**config.mk**
```make
export PLATFORM = sky130hd
export DESIGN_NAME = mask_index_encoder
export DESIGN_NICKNAME = d
export VERILOG_FILES = /design/src/rtl/mask_index_encoder.sv
export SDC_FILE = /design/constraint.sdc
export NUM_CORES = 1
export LEC_CHECK = 0
export BUFFER_PORTS_ARGS = -buffer_cell sky130_fd_sc_hd__buf_2
export CELL_PAD_IN_SITES_DETAIL_PLACEMENT = 0
export CELL_PAD_IN_SITES_GLOBAL_PLACEMENT = 2
export CORE_MARGIN = 2
export CORE_UTILIZATION = 30
export CTS_BUF_LIST = sky130_fd_sc_hd__clkbuf_8
export CTS_CLUSTER_DIAMETER = 60
export DETAILED_ROUTE_END_ITERATION = 10
export PLACE_DENSITY_LB_ADDON = 0.1
export SETUP_SLACK_MARGIN = 0.1
export SYNTH_ARGS = -nofsm -noshare
export SYNTH_HDL_FRONTEND = slang
export SYNTH_SLANG_ARGS = --single-unit
```
**constraint.sdc**
```tcl
create_clock -name clk -period 1.9 [get_ports clk]
set_input_delay 0.19 -clock clk [delete_from_list [all_inputs] [get_ports clk]]
set_output_delay 0.19 -clock clk [all_outputs]
set_load 0.05 [all_outputs]
```
**src/rtl/mask_index_encoder.sv**
```systemverilog
// Serialises an N-bit request mask into one beat per set bit, lowest index first.
// Each beat carries the binary index, its one-hot form, its ordinal and a last flag.
module mask_index_encoder #(
  parameter  int N = 8,
  localparam int W = $clog2(N)
) (
  input  logic         clk,
  input  logic         rst_n,
  input  logic         in_valid,
  output logic         in_ready,
  input  logic [N-1:0] in_mask,
  output logic         out_valid,
  input  logic         out_ready,
  output logic [W-1:0] out_idx,
  output logic [N-1:0] out_onehot,
  output logic [W-1:0] out_seq,
  output logic         out_last,
  output logic         zero_pulse
);

  typedef enum logic {
    IDLE,
    DRAIN
  } state_t;

  state_t       state;
  logic [N-1:0] pending;
  logic [W-1:0] seq;

  // Beat fields come only from pending/seq, so no input reaches an output combinationally.
  always_comb begin
    out_idx = '0;
    for (int i = N - 1; i >= 0; i--) begin
      if (pending[i]) out_idx = W'(i);
    end
  end

  assign out_onehot = pending & (~pending + N'(1));
  assign out_last   = (pending != '0) && ((pending & (pending - N'(1))) == '0);
  assign out_seq    = seq;

  always_ff @(posedge clk or negedge rst_n) begin
    if (!rst_n) begin
      state      <= IDLE;
      pending    <= '0;
      seq        <= '0;
      in_ready   <= 1'b0;
      out_valid  <= 1'b0;
      zero_pulse <= 1'b0;
    end else begin
      zero_pulse <= 1'b0;
      case (state)
        IDLE: begin
          in_ready  <= 1'b1;
          out_valid <= 1'b0;
          if (in_valid && in_ready) begin
            if (in_mask != '0) begin
              pending   <= in_mask;
              seq       <= '0;
              state     <= DRAIN;
              in_ready  <= 1'b0;
              out_valid <= 1'b1;
            end else begin
              zero_pulse <= 1'b1;
            end
          end
        end
        DRAIN: begin
          if (out_ready) begin
            pending <= pending & ~out_onehot;
            seq     <= seq + W'(1);
            if (out_last) begin
              state     <= IDLE;
              in_ready  <= 1'b1;
              out_valid <= 1'b0;
            end
          end
        end
        default: state <= IDLE;
      endcase
    end
  end

endmodule

```
# [Word-level counts from Yosys, hierarchy flattened]
# Cells that the tools add are included.
# W data, S select, Z words.
[op_classes] add_sub_neg=3 eq_ne=4 n_mux=31 bitwise_logic=6 reduce_logical=7
[ops] cell="$mux W3" count=11
[ops] cell="$and A8 B8 Y8" count=3
[ops] cell="$mux W8" count=3
[ops] cell="$not A8 Y8" count=2
[ops] cell="$pmux W8 S2" count=1
[ops] cell="$reduce_bool A8 Y1" count=2
[ops] cell="$mux W1" count=12
[ops] cell="$add A8 B1 Y8 const B" count=1
[ops] cell="$logic_not A8 Y1" count=1
[ops] cell="$ne A2 B2 Y1 const B" count=4
[ops] cell="$sub A8 B1 Y8 const B" count=1
[ops] cell="$pmux W1 S2" count=3
[ops] cell="$pmux W3 S2" count=1
[ops] cell="$add A3 B1 Y3 const B" count=1
[ops] cell="$reduce_and A3 Y1" count=1
[ops] cell="$logic_and A1 B1 Y1" count=2
[ops] cell="$reduce_and A2 Y1" count=1
[ops] cell="$not A1 Y1" count=1
[totals] reg_bits=15 inputBits=12 output_inout_bits=18 wordCells=57

# [Logic depth before layout (Yosys ltp)]
[logic_depth] word_depth=8 mapped_depth=6 depth_no_buf=5

# [Least setup slack after synthesis]
# Ideal clock, no wire load.
[synth_timing] kind="register to output" startpoint="reg pending[0]" endpoint="out out_idx[0]" t_arrival_ps=1867 t_required_ps=1710 slack_ps=-157 stages_incl_launch_ff=4 n_path_buf=1 path_cell_list="dfrtp_1 clkbuf_1 nor2b_1 nand2b_1"
[synth_via] elab_chain_len=1
[synth_rtl] item="start: declaration" line_no="27" source="logic [N-1:0] pending;"
[synth_rtl] item="start signal: assignment" line_no="58" source="pending <= in_mask;"
[synth_rtl] item="start signal: assignment" line_no="70" source="pending <= pending & ~out_onehot;"
[synth_rtl] item="$mux W3" line_no="34" source="if (pending[i]) out_idx = W'(i);"
[synth_rtl] item="end: declaration" line_no="14" source="output logic [W-1:0] out_idx,"
# No other way between the ends.

# [Worst setup path after layout]
[layout_timing] startpoint="reg pending[3]" endpoint="out out_last"
[layout_via] elab_chain_len=4 word_cells_on_any_way=5 classes_between="1 x add/sub; 1 x bitwise; 3 x reduce/logical"
[layout_rtl] item="$sub A8 B1 Y8" line_no="39" source="assign out_last = (pending != '0) && ((pending & (pending - N'(1))) == '0);"
[layout_rtl] item="$and A8 B8 Y8" line_no="39"
[layout_rtl] item="$logic_not A8 Y1" line_no="39"
[layout_rtl] item="$logic_and A1 B1 Y1 (*)" line_no="39"
[layout_rtl] item="end: declaration" line_no="17" source="output logic out_last,"
# Mark *: on every way between the ends. The rest lies on a longest branch, timed or not.

==> qor.txt <==
status = complete, but fails checks
failing checks = design-rule violations, negative setup slack
most common cell in the netlist = dfrtp_1
Slowest-stage cell, CP = or4_4
Post-DRT Antenna Nets = 0
Clock Tree Buf Depth = 2
leading cell types by count after synthesis = 15 x dfrtp_1, 12 x nand2_1, 9 x nor2_1, 9 x o21ai_0, 6 x a21oi_1
clock latency on the worst-skew pair = 0.25 ns
critical path endpoint category = output pin
r2r startpoint = pending[1]$_DFFE_PN0P_
DR WL/cell = 14.31 µm
Cells after Synth = 100
CTS Buf Count = 3
unrepaired setup endpoints after global routing = yes
first-pass GRT wire length = 4.167 mm
max-slew violation count = 0
Vias/cell = 5.096
non-filler cells, final = 177
Total GRT Usage = 15.97%
Iteration-0 DRC Markers = 30
Final nets = 160
EDFF count, synth = 0
residual DRC count = 4
vias in the first global route = 927
post-synth top area share = 41.49%
Pre-antenna DRT Iters = 7
CTS clk-pin slew, worst paths = 0.07 ns
largest net degree at the start of global routing = 16
die area = 3470 µm²
area leader, netlist = dfrtp_1
CTS sink count = 15
Req. time, crit path = 1.71 ns
fin crit share = 105.6%
core area = 2805 µm²
Setup WS post-layout = -0.1061 ns
H-tree depth = 1
Avg Inst Size Synth = 9.046 µm²
syn_nets = 113
Via Count = 902
setup tns final = -0.1648 ns
share of layout cells above drive strength 1 = 51.37%
Core Util, Final = 48.35%
GPL Wtd Cong = 0.8316
cells along the critical path = or4_4 -> o21ai_2 -> and3_4 -> o31a_4 -> buf_8
Routed WL = 2.532 mm
# Max-Cap Violations = 0
fill cell count = 287
critical path fanouts, max = 4
port bufs = 29
FF+latch count, synth = 15
Congestion Overflow GR = 0
setup violators final = 3
synthesis-to-layout area growth = 49.93%
Slew Limit Headroom = 75.05%
Sequential Area = 377.9 µm²
Synth cell types = 37
Mapped Area = 904.6 µm²
Critical Path AT = 1.82 ns
Die Ht = 58.91 µm
n_diodes = 0
fraction of registers with async set or reset after synthesis = 100.0%
Min Hold Slack = 0.1482 ns
initial antenna violation count = 0
sequential element share of the synthesized area = 41.49%
critical path's largest stage delay = 0.55 ns
Main synth FF type = dfrtp_1
TritonCTS clock tree = done
crit start category = flop
Die Wd = 58.91 µm
DP HPWL = 1.910 mm
clk root buf = clkbuf_8
top cells by area, synth = dfrtp_1 41%, o21ai_0 5.0%, nand2_1 5.0%, a22o_1 4.8%, nor2_1 3.7%
Worst Hold Class = in2reg
row count = 19
hold path start = in_mask[0]
Syn. warnings = 0
max frequency = 0.4985 GHz
dpl cells = 167
Final Hold Viols = 0
origin of the worst setup path = pending[3]$_DFFE_PN0P_
Final Skew = 0.002186 ns
number of top-level pins = 30
fin crit period = 2.006 ns
CP Class = reg2out
initial core utilization = 32.25%
Slew @ Worst Pin = 0.3708 ns
footprint of the multi-input gates = 538.0 µm²
## state kept, by name, indices dropped and copies added, names as in the netlist
register / cells
in_ready: 1
out_seq: 3
out_valid: 1
pending: 8
state: 1
zero_pulse: 1
## cell usage in the layout, fill, tap and decap left out, drive strengths merged, types with 2 or more instances in the layout
cell	instances
nand2	13
nand3	3
clkbuf	4
and2	4
nor3	5
buf	47
nor4	3
o31a	2
o21ai	12
a22o	6
a21oi	6
inv	3
nor2	9
and3	2
dfrtp	15
## path summary, 6_finish.rpt
path	to	cells after the start	slack (ns)
setup reg to reg	in_ready$_DFFE_PN0P_	6	-0.01
min in group asynchronous	in_ready$_DFFE_PN0P_	2	0.38
max in group asynchronous	pending[1]$_DFFE_PN0P_	2	1.24
setup / recovery	out_last	5	-0.11
hold reg to reg	in_ready$_DFFE_PN0P_	1	0.53
hold / removal	pending[0]$_DFFE_PN0P_	3	0.15
## metal layers
| layer | share of wire (%) | global-route usage [%] | up-vias |
|---|---|---|---|
| met4 | 0.51 | 4.870 | 0 |
| li1 | - | - | 449 |
| met1 | 45 | 19.75 | 435 |
| met5 | 0 | 0 | - |
| met3 | 3.8 | 2.637 | 2 |
| met2 | 51 | 28.25 | 16 |
## metrics by stage
stage          cell area, µm²  worst slack [ns]
2_1_floorplan           920.9            0.1001
3_3_place_gp             1170           0.04070
3_5_place_dp             1170           0.04156
4_1_cts                  1304           -0.1294
5_1_grt                  1356           -0.1480
6_report                 1356           -0.1061
## critical path: cells and delay by family, from the launching register on
kind | cells | cell delay (ns)
flip-flops | 1 | 0.44
AO/OA/AOI/OAI | 2 | 0.24
buffers and inverters | 1 | 0.13
AND/OR/NAND/NOR | 2 | 0.75
## cell type report
class	count	area share (%)
multi-input cells	76	39.67
flip-flops and latches	15	27.86
repair buffers	49	25.74
clock buffers	3	3.044
well taps	31	2.860
inverters	2	0.5535
clock inverters	1	0.2768
## cells by family after synthesis
group | share of synthesized area (%)
fa+ha+maj | 1.383
xor+xnor | 0.9684
compound gates | 23.65
flops | 41.49
buf+inv | 5.256
simple gates | 27.25
## timing repair
action	in CTS	in global routing
buffers inserted	4	2
setup endpoints to repair	4	9
hold buffers	1	0
endpoints found under the hold margin	15	0
resized for setup	15	14
pin swaps	4	5
Power is left out: the tool's default activity adds up to more than one toggle a clock period on the data nets, which glitch-free logic cannot reach.
